`src/rtl/stage3_bus_arbiter_if.sv`:
```
// ============================================================================
// Module   : stage3_bus_arbiter_if
// Brief    : Fetch, data and memory-side bus bundle for the pipeline bus arbiter.
// Revision : 1.0 - initial release
// ============================================================================
`default_nettype none

interface stage3_bus_arbiter_if;
    logic [31:0] i_addr;
    logic        i_ren;
    logic [31:0] i_rdata;
    logic        i_busy;

    logic [31:0] d_addr;
    logic [31:0] d_wdata;
    logic        d_ren;
    logic        d_wen;
    logic [3:0]  d_byte_en;
    logic [31:0] d_rdata;
    logic        d_busy;

    logic [31:0] m_addr;
    logic [31:0] m_wdata;
    logic        m_ren;
    logic        m_wen;
    logic [3:0]  m_byte_en;
    logic [31:0] m_rdata;
    logic        m_busy;

    logic [1:0]  owner;

    // Arbiter side
    modport slave (
        input  i_addr, i_ren,
        input  d_addr, d_wdata, d_ren, d_wen, d_byte_en,
        input  m_rdata, m_busy,
        output i_rdata, i_busy,
        output d_rdata, d_busy,
        output m_addr, m_wdata, m_ren, m_wen, m_byte_en,
        output owner
    );

    // Pipeline + memory side, as seen by whatever surrounds the arbiter
    modport master (
        output i_addr, i_ren,
        output d_addr, d_wdata, d_ren, d_wen, d_byte_en,
        output m_rdata, m_busy,
        input  i_rdata, i_busy,
        input  d_rdata, d_busy,
        input  m_addr, m_wdata, m_ren, m_wen, m_byte_en,
        input  owner
    );
endinterface

`default_nettype wire

```
`src/rtl/stage3_bus_arbiter.sv`:
```
// ============================================================================
// Module   : stage3_bus_arbiter
// Brief    : Shares one memory bus between fetch (read-only) and data ports;
//            data has priority. Optional macro ARB_FAIRNESS_EN adds a fetch
//            anti-starvation guard limited by D_STREAK_MAX.
// Revision : 1.0 - initial release
// ============================================================================
`default_nettype none

module stage3_bus_arbiter #(
    parameter int D_STREAK_MAX = 4
) (
    input wire logic             CLK,
    input wire logic             nRST,
    stage3_bus_arbiter_if.slave  bus
);

    localparam logic [1:0] c_IDLE  = 2'b00;
    localparam logic [1:0] c_I_ACT = 2'b01;
    localparam logic [1:0] c_D_ACT = 2'b10;

    localparam logic [1:0] c_SEL_NONE  = 2'b00;
    localparam logic [1:0] c_SEL_FETCH = 2'b01;
    localparam logic [1:0] c_SEL_DATA  = 2'b10;

    if (D_STREAK_MAX < 1) begin : g_bad_streak_max
        $error("D_STREAK_MAX must be at least 1");
    end

    logic [1:0] state_q;
    logic [1:0] state_d;

    logic       w_i_req;
    logic       w_d_req;
    logic       w_fetch_fair;
    logic [1:0] w_sel;
    logic       w_sel_req;
    logic       w_done;

`ifdef ARB_FAIRNESS_EN
    localparam int                    c_STREAK_W   = $clog2(D_STREAK_MAX + 1);
    localparam logic [c_STREAK_W-1:0] c_STREAK_MAX = c_STREAK_W'(D_STREAK_MAX);

    logic [c_STREAK_W-1:0] streak_q;
    logic [c_STREAK_W-1:0] streak_d;

    // Data completions only count against fetch while fetch is actually waiting
    always_comb begin : p_streak_next
        streak_d = streak_q;
        if (w_done) begin
            if ((w_sel == c_SEL_FETCH) || !w_i_req) begin
                streak_d = '0;
            end else if (streak_q != c_STREAK_MAX) begin
                streak_d = streak_q + 1'b1;
            end
        end
    end

    always_ff @(posedge CLK) begin : p_streak_reg
        if (!nRST) begin
            streak_q <= '0;
        end else begin
            streak_q <= streak_d;
        end
    end

    assign w_fetch_fair = (streak_q == c_STREAK_MAX) && w_i_req;
`else
    assign w_fetch_fair = 1'b0;
`endif

    assign w_i_req = bus.i_ren;
    assign w_d_req = bus.d_ren | bus.d_wen;

    // Holding reset selects nobody, which forces every request/busy output idle
    always_comb begin : p_select
        w_sel = c_SEL_NONE;
        if (nRST) begin
            case (state_q)
                c_IDLE: begin
                    if (w_fetch_fair) begin
                        w_sel = c_SEL_FETCH;
                    end else if (w_d_req) begin
                        w_sel = c_SEL_DATA;
                    end else if (w_i_req) begin
                        w_sel = c_SEL_FETCH;
                    end
                end
                c_I_ACT: w_sel = c_SEL_FETCH;
                c_D_ACT: w_sel = c_SEL_DATA;
                default: w_sel = c_SEL_NONE;
            endcase
        end
    end

    assign w_sel_req = ((w_sel == c_SEL_FETCH) && w_i_req) ||
                       ((w_sel == c_SEL_DATA)  && w_d_req);
    assign w_done    = w_sel_req && !bus.m_busy;

    always_ff @(posedge CLK) begin : p_state_reg
        if (!nRST) begin
            state_q <= c_IDLE;
        end else begin
            state_q <= state_d;
        end
    end

    always_comb begin : p_next_state
        state_d = state_q;
        case (state_q)
            c_IDLE: begin
                if (w_sel_req && bus.m_busy) begin
                    state_d = (w_sel == c_SEL_DATA) ? c_D_ACT : c_I_ACT;
                end
            end
            c_I_ACT, c_D_ACT: begin
                // Completion or a dropped request both release the bus
                if (!w_sel_req || !bus.m_busy) begin
                    state_d = c_IDLE;
                end
            end
            default: state_d = c_IDLE;
        endcase
    end

    always_comb begin : p_outputs
        bus.m_addr    = '0;
        bus.m_wdata   = '0;
        bus.m_ren     = 1'b0;
        bus.m_wen     = 1'b0;
        bus.m_byte_en = 4'h0;
        bus.i_busy    = 1'b1;
        bus.i_rdata   = '0;
        bus.d_busy    = 1'b1;
        bus.d_rdata   = '0;
        if (w_sel_req) begin
            if (w_sel == c_SEL_FETCH) begin
                bus.m_addr    = bus.i_addr;
                bus.m_ren     = 1'b1;
                bus.m_byte_en = 4'hF;
                if (w_done) begin
                    bus.i_busy  = 1'b0;
                    bus.i_rdata = bus.m_rdata;
                end
            end else begin
                bus.m_addr    = bus.d_addr;
                bus.m_wdata   = bus.d_wdata;
                bus.m_ren     = bus.d_ren;
                bus.m_wen     = bus.d_wen;
                bus.m_byte_en = bus.d_byte_en;
                if (w_done) begin
                    bus.d_busy  = 1'b0;
                    bus.d_rdata = bus.m_rdata;
                end
            end
        end
    end

    assign bus.owner = state_q;

endmodule

`default_nettype wire

```
`src/flat_wrapper.sv`:
```
// flat-port wrapper written by rule: the top's interface ports become plain ports
module stage3_bus_arbiter_flat 
#(
    parameter int D_STREAK_MAX = 4
)
  (CLK, nRST, bus_i_addr, bus_i_ren, bus_d_addr, bus_d_wdata, bus_d_ren, bus_d_wen, bus_d_byte_en, bus_m_rdata, bus_m_busy, bus_i_rdata, bus_i_busy, bus_d_rdata, bus_d_busy, bus_m_addr, bus_m_wdata, bus_m_ren, bus_m_wen, bus_m_byte_en, bus_owner);
  stage3_bus_arbiter_if bus_i ();
  input wire logic CLK;
  input wire logic nRST;
  input wire logic [$bits(bus_i.i_addr)-1:0] bus_i_addr;
  input wire logic [$bits(bus_i.i_ren)-1:0] bus_i_ren;
  input wire logic [$bits(bus_i.d_addr)-1:0] bus_d_addr;
  input wire logic [$bits(bus_i.d_wdata)-1:0] bus_d_wdata;
  input wire logic [$bits(bus_i.d_ren)-1:0] bus_d_ren;
  input wire logic [$bits(bus_i.d_wen)-1:0] bus_d_wen;
  input wire logic [$bits(bus_i.d_byte_en)-1:0] bus_d_byte_en;
  input wire logic [$bits(bus_i.m_rdata)-1:0] bus_m_rdata;
  input wire logic [$bits(bus_i.m_busy)-1:0] bus_m_busy;
  output wire logic [$bits(bus_i.i_rdata)-1:0] bus_i_rdata;
  output wire logic [$bits(bus_i.i_busy)-1:0] bus_i_busy;
  output wire logic [$bits(bus_i.d_rdata)-1:0] bus_d_rdata;
  output wire logic [$bits(bus_i.d_busy)-1:0] bus_d_busy;
  output wire logic [$bits(bus_i.m_addr)-1:0] bus_m_addr;
  output wire logic [$bits(bus_i.m_wdata)-1:0] bus_m_wdata;
  output wire logic [$bits(bus_i.m_ren)-1:0] bus_m_ren;
  output wire logic [$bits(bus_i.m_wen)-1:0] bus_m_wen;
  output wire logic [$bits(bus_i.m_byte_en)-1:0] bus_m_byte_en;
  output wire logic [$bits(bus_i.owner)-1:0] bus_owner;
  assign bus_i.i_addr = bus_i_addr;
  assign bus_i.i_ren = bus_i_ren;
  assign bus_i.d_addr = bus_d_addr;
  assign bus_i.d_wdata = bus_d_wdata;
  assign bus_i.d_ren = bus_d_ren;
  assign bus_i.d_wen = bus_d_wen;
  assign bus_i.d_byte_en = bus_d_byte_en;
  assign bus_i.m_rdata = bus_m_rdata;
  assign bus_i.m_busy = bus_m_busy;
  assign bus_i_rdata = bus_i.i_rdata;
  assign bus_i_busy = bus_i.i_busy;
  assign bus_d_rdata = bus_i.d_rdata;
  assign bus_d_busy = bus_i.d_busy;
  assign bus_m_addr = bus_i.m_addr;
  assign bus_m_wdata = bus_i.m_wdata;
  assign bus_m_ren = bus_i.m_ren;
  assign bus_m_wen = bus_i.m_wen;
  assign bus_m_byte_en = bus_i.m_byte_en;
  assign bus_owner = bus_i.owner;
  stage3_bus_arbiter #(.D_STREAK_MAX(D_STREAK_MAX)) u_core (.CLK(CLK), .nRST(nRST), .bus(bus_i));
endmodule
```
`config.mk`:
```
export PLATFORM = sky130hd
export DESIGN_NAME = stage3_bus_arbiter_flat
export DESIGN_NICKNAME = d
export VERILOG_FILES = /design/src/rtl/stage3_bus_arbiter_if.sv /design/src/rtl/stage3_bus_arbiter.sv /design/src/flat_wrapper.sv
export SDC_FILE = /design/constraint.sdc
export NUM_CORES = 1
export LEC_CHECK = 0
export CAP_MARGIN = 15
export CORE_AREA = 2 2 108 110
export CTS_BUF_LIST = sky130_fd_sc_hd__clkbuf_4 sky130_fd_sc_hd__clkbuf_8
export DETAILED_ROUTE_END_ITERATION = 6
export DIE_AREA = 0 0 110 112
export DONT_BUFFER_PORTS = 1
export GPL_ROUTABILITY_DRIVEN = 0
export SLEW_MARGIN = 25
export SYNTH_ARGS = -nofsm -noshare
export SYNTH_HDL_FRONTEND = slang
export SYNTH_SLANG_ARGS = --single-unit
```
`constraint.sdc`:
```
create_clock -name CLK -period 4.15 [get_ports CLK]
set_clock_uncertainty 0.05 [all_clocks]
set_input_delay 0.6225 -clock CLK [delete_from_list [all_inputs] [get_ports CLK]]
set_output_delay 0.6225 -clock CLK [all_outputs]
set_load 0.02 [all_outputs]
```
* Word-level counts from Yosys, hierarchy flattened
Cells that the tools add are included.
Cells by class: equal/unequal tests 6, multiplexer cells 28, bitwise gates (word level) 1, reduce and logical (&&, ||, !) cells 11
Operator list (number):
- 2-to-1 mux 32 bit | 9
- 2-to-1 mux 1 bit | 10
- 2-to-1 mux 2 bit | 5
- 2-to-1 mux 4 bit | 2
- case mux 2 bit (3 select lines) | 1
- equality test 2 x 1 -> 1 bit, second input constant | 2
- equality test 2 bit, second input constant | 2
- logical AND 1 bit | 4
- inequality test 2 x 1 -> 1 bit, second input constant | 2
- case mux 2 bit (2 select lines) | 1
- logical NOT 1 bit | 2
- logical NOT 2 bit | 1
- logical OR 1 bit | 2
- AND reduction 2 bit | 1
- OR reduction 2 bit | 1
- OR 1 bit | 1
Word-level totals: bits in registers 2, input port bits 138, logic and storage cells 47

* Longest topological paths before layout
depth in word-level cells 11, gate-level depth with buffers 9

* Least setup slack after synthesis
OpenSTA, ideal clock, no wires.
kind flip-flop to output port, from reg u_core.state_q[0] (netlist: u_core.bus.owner[0]), to out bus_m_addr[27], data arrival time 2231 ps, data required time 3477 ps, setup slack 1247 ps, stages on the path, launching flop included 9, path buffers 2, cells stage by stage dfxtp_1 inv_1 ha_1 buf_2 o21a_1 nor4b_4 clkbuf_1 nand2_1 a21oi_1
Between the ends: word-level cells in the longest chain between the ends 7, elaborated cells between the ends (all ways) 12, those cells by class eq/ne: 4; mux: 4; reduce/logical: 4
Ends and longest elaborated chain:
- start, declared | line stage3_bus_arbiter.sv:30 | logic [1:0] state_q;
- start signal, assigned | line stage3_bus_arbiter.sv:102 | state_q <= c_IDLE;
- start signal, assigned | line stage3_bus_arbiter.sv:104 | state_q <= state_d;
- equality test 2 bit, or another cell as far along | line stage3_bus_arbiter.sv:79 | case (state_q)
- case mux 2 bit (3 select lines) * | line stage3_bus_arbiter.sv:79
- 2-to-1 mux 2 bit * | line stage3_bus_arbiter.sv:78 | if (nRST) begin
- equality test 2 x 1 -> 1 bit / equality test 2 bit (equally long branches) | line stage3_bus_arbiter.sv:96, stage3_bus_arbiter.sv:137, stage3_bus_arbiter.sv:97
- logical AND 1 bit, on equally long branches | line stage3_bus_arbiter.sv:96, stage3_bus_arbiter.sv:97
- logical OR 1 bit | line stage3_bus_arbiter.sv:96 | assign w_sel_req = ((w_sel == c_SEL_FETCH) && w_i_req) ||
- 2-to-1 mux 32 bit * | line stage3_bus_arbiter.sv:136 | if (w_sel_req) begin
- end, declared | line flat_wrapper.sv:23 | output wire logic [$bits(bus_i.m_addr)-1:0] bus_m_addr;
Mark *: on every way between the ends. The rest lies on a longest branch, timed or not.

* Worst setup path in the final report
from reg u_core.state_q[0] (netlist: u_core.bus.owner[0]), to out bus_m_addr[3]
The elaborated chain is that of the path after synthesis.

==> impl_summary.log <==
INFO  metric grt_overflow_total = 0
INFO  metric drt.antenna.violating_nets = 0
INFO  metric worst-path-stages = 6
INFO  metric std_cell_rows = 39
INFO  metric crit_chain = inv_1, ha_1, o211a_1, o32ai_4, nand2_2, a21oi_1
INFO  metric timing.critical_path.max_delay_family = compound AO/OA/AOI/OAI gates
INFO  metric post_cts.repair.setup_buffers = 0
INFO  metric crit_path_end_kind = output pin
INFO  metric drt-pass1-iter-count = 4
INFO  metric worstPathRequired = 3.48 ns
INFO  metric fp.dieH = 112 um
INFO  metric hp-start = bus_m_busy
INFO  metric number_of_antenna_violations_at_the_first_check_in_global_routing = 2
INFO  metric worst_r2r_path_depth = 6
INFO  metric drc = 0
INFO  metric place.detailed.hpwl = 4.78 mm
INFO  metric instances_no_fill = 385
INFO  metric grt_start_max_net_pins = 67
INFO  metric grt_pass1_wl = 7.42 mm
INFO  metric ys_seq_area_share = 2.66%
INFO  metric crit_slowest_cell = sky130_fd_sc_hd__a21oi_1
INFO  metric dpl.cell_count = 380
INFO  metric hold_violations = 0
INFO  metric ctsLongestPathBuffers = 2
INFO  metric tritoncts = yes
INFO  metric place.port_buffers = 0
INFO  metric clkSlewWorstSetupHoldPaths = 0.03 ns
INFO  metric grt_pass1_vias = 1276
INFO  metric critical-path-max-stage-delay = 0.65 ns
INFO  metric setup.worst_path.class = flop to output pin
INFO  metric synth_common_cells = sky130_fd_sc_hd__nand2_1, sky130_fd_sc_hd__and3_1, sky130_fd_sc_hd__a21oi_1
INFO  metric cp.arrival = 2.92 ns
INFO  metric placeableCoreArea = 11200 um2
INFO  metric post_synth_main_area_contributors = sky130_fd_sc_hd__and3_1, sky130_fd_sc_hd__nand2_1, sky130_fd_sc_hd__and2_1
INFO  metric cts-root-buf = sky130_fd_sc_hd__clkbuf_8
INFO  metric vias_per_cell = 4.73
INFO  metric max_freq = 278 MHz
INFO  metric timing_worst_slew_pin_value = 0.734 ns
INFO  metric grtUsageTotal = 7.88%
INFO  metric post_synth_num_cell_types = 31
INFO  metric flops_latches_synth = 2
INFO  metric vdd.ir_drop.worst = 0.000325 V
INFO  metric cts.hold.buffers_added = 0
INFO  metric timing.slew.headroom = 51.0%
INFO  metric hold_path.class = input pin to flop
INFO  metric post-route-period-util = 86.6%
INFO  metric synth-edff-count = 0
INFO  metric post_route_cells_drive_above_1_share = 5.00%
INFO  metric boundaryPins = 276
INFO  metric area_growth = 3.66%
INFO  metric nFillCells = 1322
INFO  metric setup-tns-final = 0 ns
INFO  metric crit_path_max_fanout = 37
INFO  metric die-area = 12300 um2
INFO  metric slew_viol_final = 0
INFO  metric design.final.nets = 381
INFO  metric pwr_density_cell = 578 nW/um2
INFO  metric cts-buffers-inserted = 3
INFO  metric syn_inst = 264
INFO  metric status = complete, no violations
INFO  metric largest_register_ff_count = 2
INFO  metric critical_path.startpoint = u_core.bus.owner[0]$_SDFFE_PN0P_
INFO  metric cts.sinks = 2
INFO  metric power_leakage = 0.814 nW
INFO  metric critical_path_buf_inv_count = 1
INFO  metric die-width = 110 um
INFO  metric hold-path-cell-count = 1
INFO  metric async_flop_share = 0%
INFO  metric wire_per_inst = 15.8 um
INFO  metric first_iter_violations = 136
INFO  metric yosys_warnings = 0
INFO  metric route.final.wire_length = 6.07 mm
INFO  metric start_kind = flop
INFO  metric area_share_of_the_leading_cell_type_in_the_synthesized_netlist = 26.6%
INFO  metric cell_area_after_synthesis = 1510 um2
INFO  metric cts-resized-gates = 0
INFO  metric maxCapViolations = 0
INFO  metric post-synth-top-count-cell = sky130_fd_sc_hd__nand2_1
INFO  metric syn-num-nets = 403
INFO  metric cts.htree.levels = 1
INFO  metric vias = 1822
INFO  metric post_syn_area_per_cell = 5.70 um2
INFO  metric start_util = 13.5%
INFO  metric rsz0062_at_grt = no
INFO  metric clk-insertion-delay-late = 0.21 ns
INFO  metric synth-main-ff-cell = sky130_fd_sc_hd__dfxtp_1
INFO  metric reg2reg_from = u_core.bus.owner[0]$_SDFFE_PN0P_
INFO  metric cell_taking_the_most_area_after_synthesis = sky130_fd_sc_hd__and3_1
INFO  metric setup_violators_final = 0
INFO  metric final_period_minus_worst_setup_slack = 3.59 ns
==> cell type report <==
type / count / area, um2 / area share (%)
tap: 143 / 179 / 11.5
timing repair buffer: 2 / 15.0 / 0.962
clock buffer: 3 / 41.3 / 2.65
sequential: 2 / 40.0 / 2.57
inverter: 3 / 11.3 / 0.722
multi-input combinational: 230 / 1270 / 81.3
antenna: 2 / 5.00 / 0.321
==> layout by cell type (no fill, tap or decap), drive strengths merged <==
cell type / netlist / routed
a31o: 1 / 1
and2: 32 / 32
and4b: 1 / 1
o22ai: 1 / 1
o41ai: 1 / 1
nor4b: 1 / 1
nand3: 1 / 1
buf: 12 / 2
ha: 1 / 1
inv: 3 / 3
dfxtp: 2 / 2
o32ai: 1 / 1
and3: 64 / 64
a21oi: 35 / 35
clkbuf: 17 / 3
a31oi: 1 / 1
and3b: 1 / 1
nor3b: 1 / 1
nand2: 70 / 70
o211a: 1 / 1
nor2: 12 / 12
a211oi: 1 / 1
or4b: 1 / 1
nand2b: 1 / 1
nand4: 1 / 1
diode: 0 / 2
o21a: 1 / 1
==> metal layers <==
layer | track usage, % | vias to the layer above | share of wire, %
li1 | - | 843 | -
met1 | 8.74 | 803 | 36
met2 | 14.7 | 174 | 53
met3 | 1.41 | 2 | 10
met4 | 2.70 | 0 | 0.30
met5 | 0 | - | 0
==> worst paths after layout <==
path | endpoint | slack [ns]
hold / removal | u_core.bus.owner[1]$_SDFFE_PN0P_ | 0.53
setup reg to reg | u_core.bus.owner[1]$_SDFFE_PN0P_ | 2.02
hold reg to reg | u_core.bus.owner[0]$_SDFFE_PN0P_ | 0.70
setup / recovery | bus_m_addr[3] | 0.56
==> report_power, final <==
group | total, mW | internal, mW | switching, mW
registers | 0.0526 | 0.0265 | 0.0261
logic | 0.773 | 0.170 | 0.603
clock network | 0.0758 | 0.0612 | 0.0146
total | 0.902 | 0.258 | 0.643
==> logic make-up after synthesis <==
kind of cell             share of synthesized area, %
AND/OR/NAND/NOR                                  66.2
AO/OA/AOI/OAI                                    17.1
buffers and inverters                            13.2
flip-flops                                       2.66
adder cells (fa/ha/maj)                         0.831
==> worst register-to-register path, cell delays in order, from the launching register on <==
cell                       delay (ns)
sky130_fd_sc_hd__dfxtp_1         0.59
sky130_fd_sc_hd__inv_1           0.12
sky130_fd_sc_hd__ha_1            0.32
sky130_fd_sc_hd__o22ai_1         0.37
sky130_fd_sc_hd__o32ai_4         0.20
sky130_fd_sc_hd__a211oi_1        0.28
sky130_fd_sc_hd__a31o_2          0.14
==> through the flow <==
| stage | worst slack [ns] | utilization, % | instance area [um2] | total power, mW | hold slack [ns] |
|---|---|---|---|---|---|
| 6_report | 0.555 | 14.0 | 1560 | 0.902 | 0.525 |
| 5_1_grt | 0.280 | 14.0 | 1560 | 0.981 | 0.532 |
| 4_1_cts | 0.579 | 13.9 | 1550 | 0.905 | 0.512 |
| 3_5_place_dp | 0.797 | 13.5 | 1510 | 0.825 | 0.684 |
| 3_3_place_gp | 0.788 | 13.5 | 1510 | 0.823 | 0.683 |
| 2_1_floorplan | 1.25 | - | 1510 | 0.778 | 0.634 |
Power figures use the tool's default switching activity.
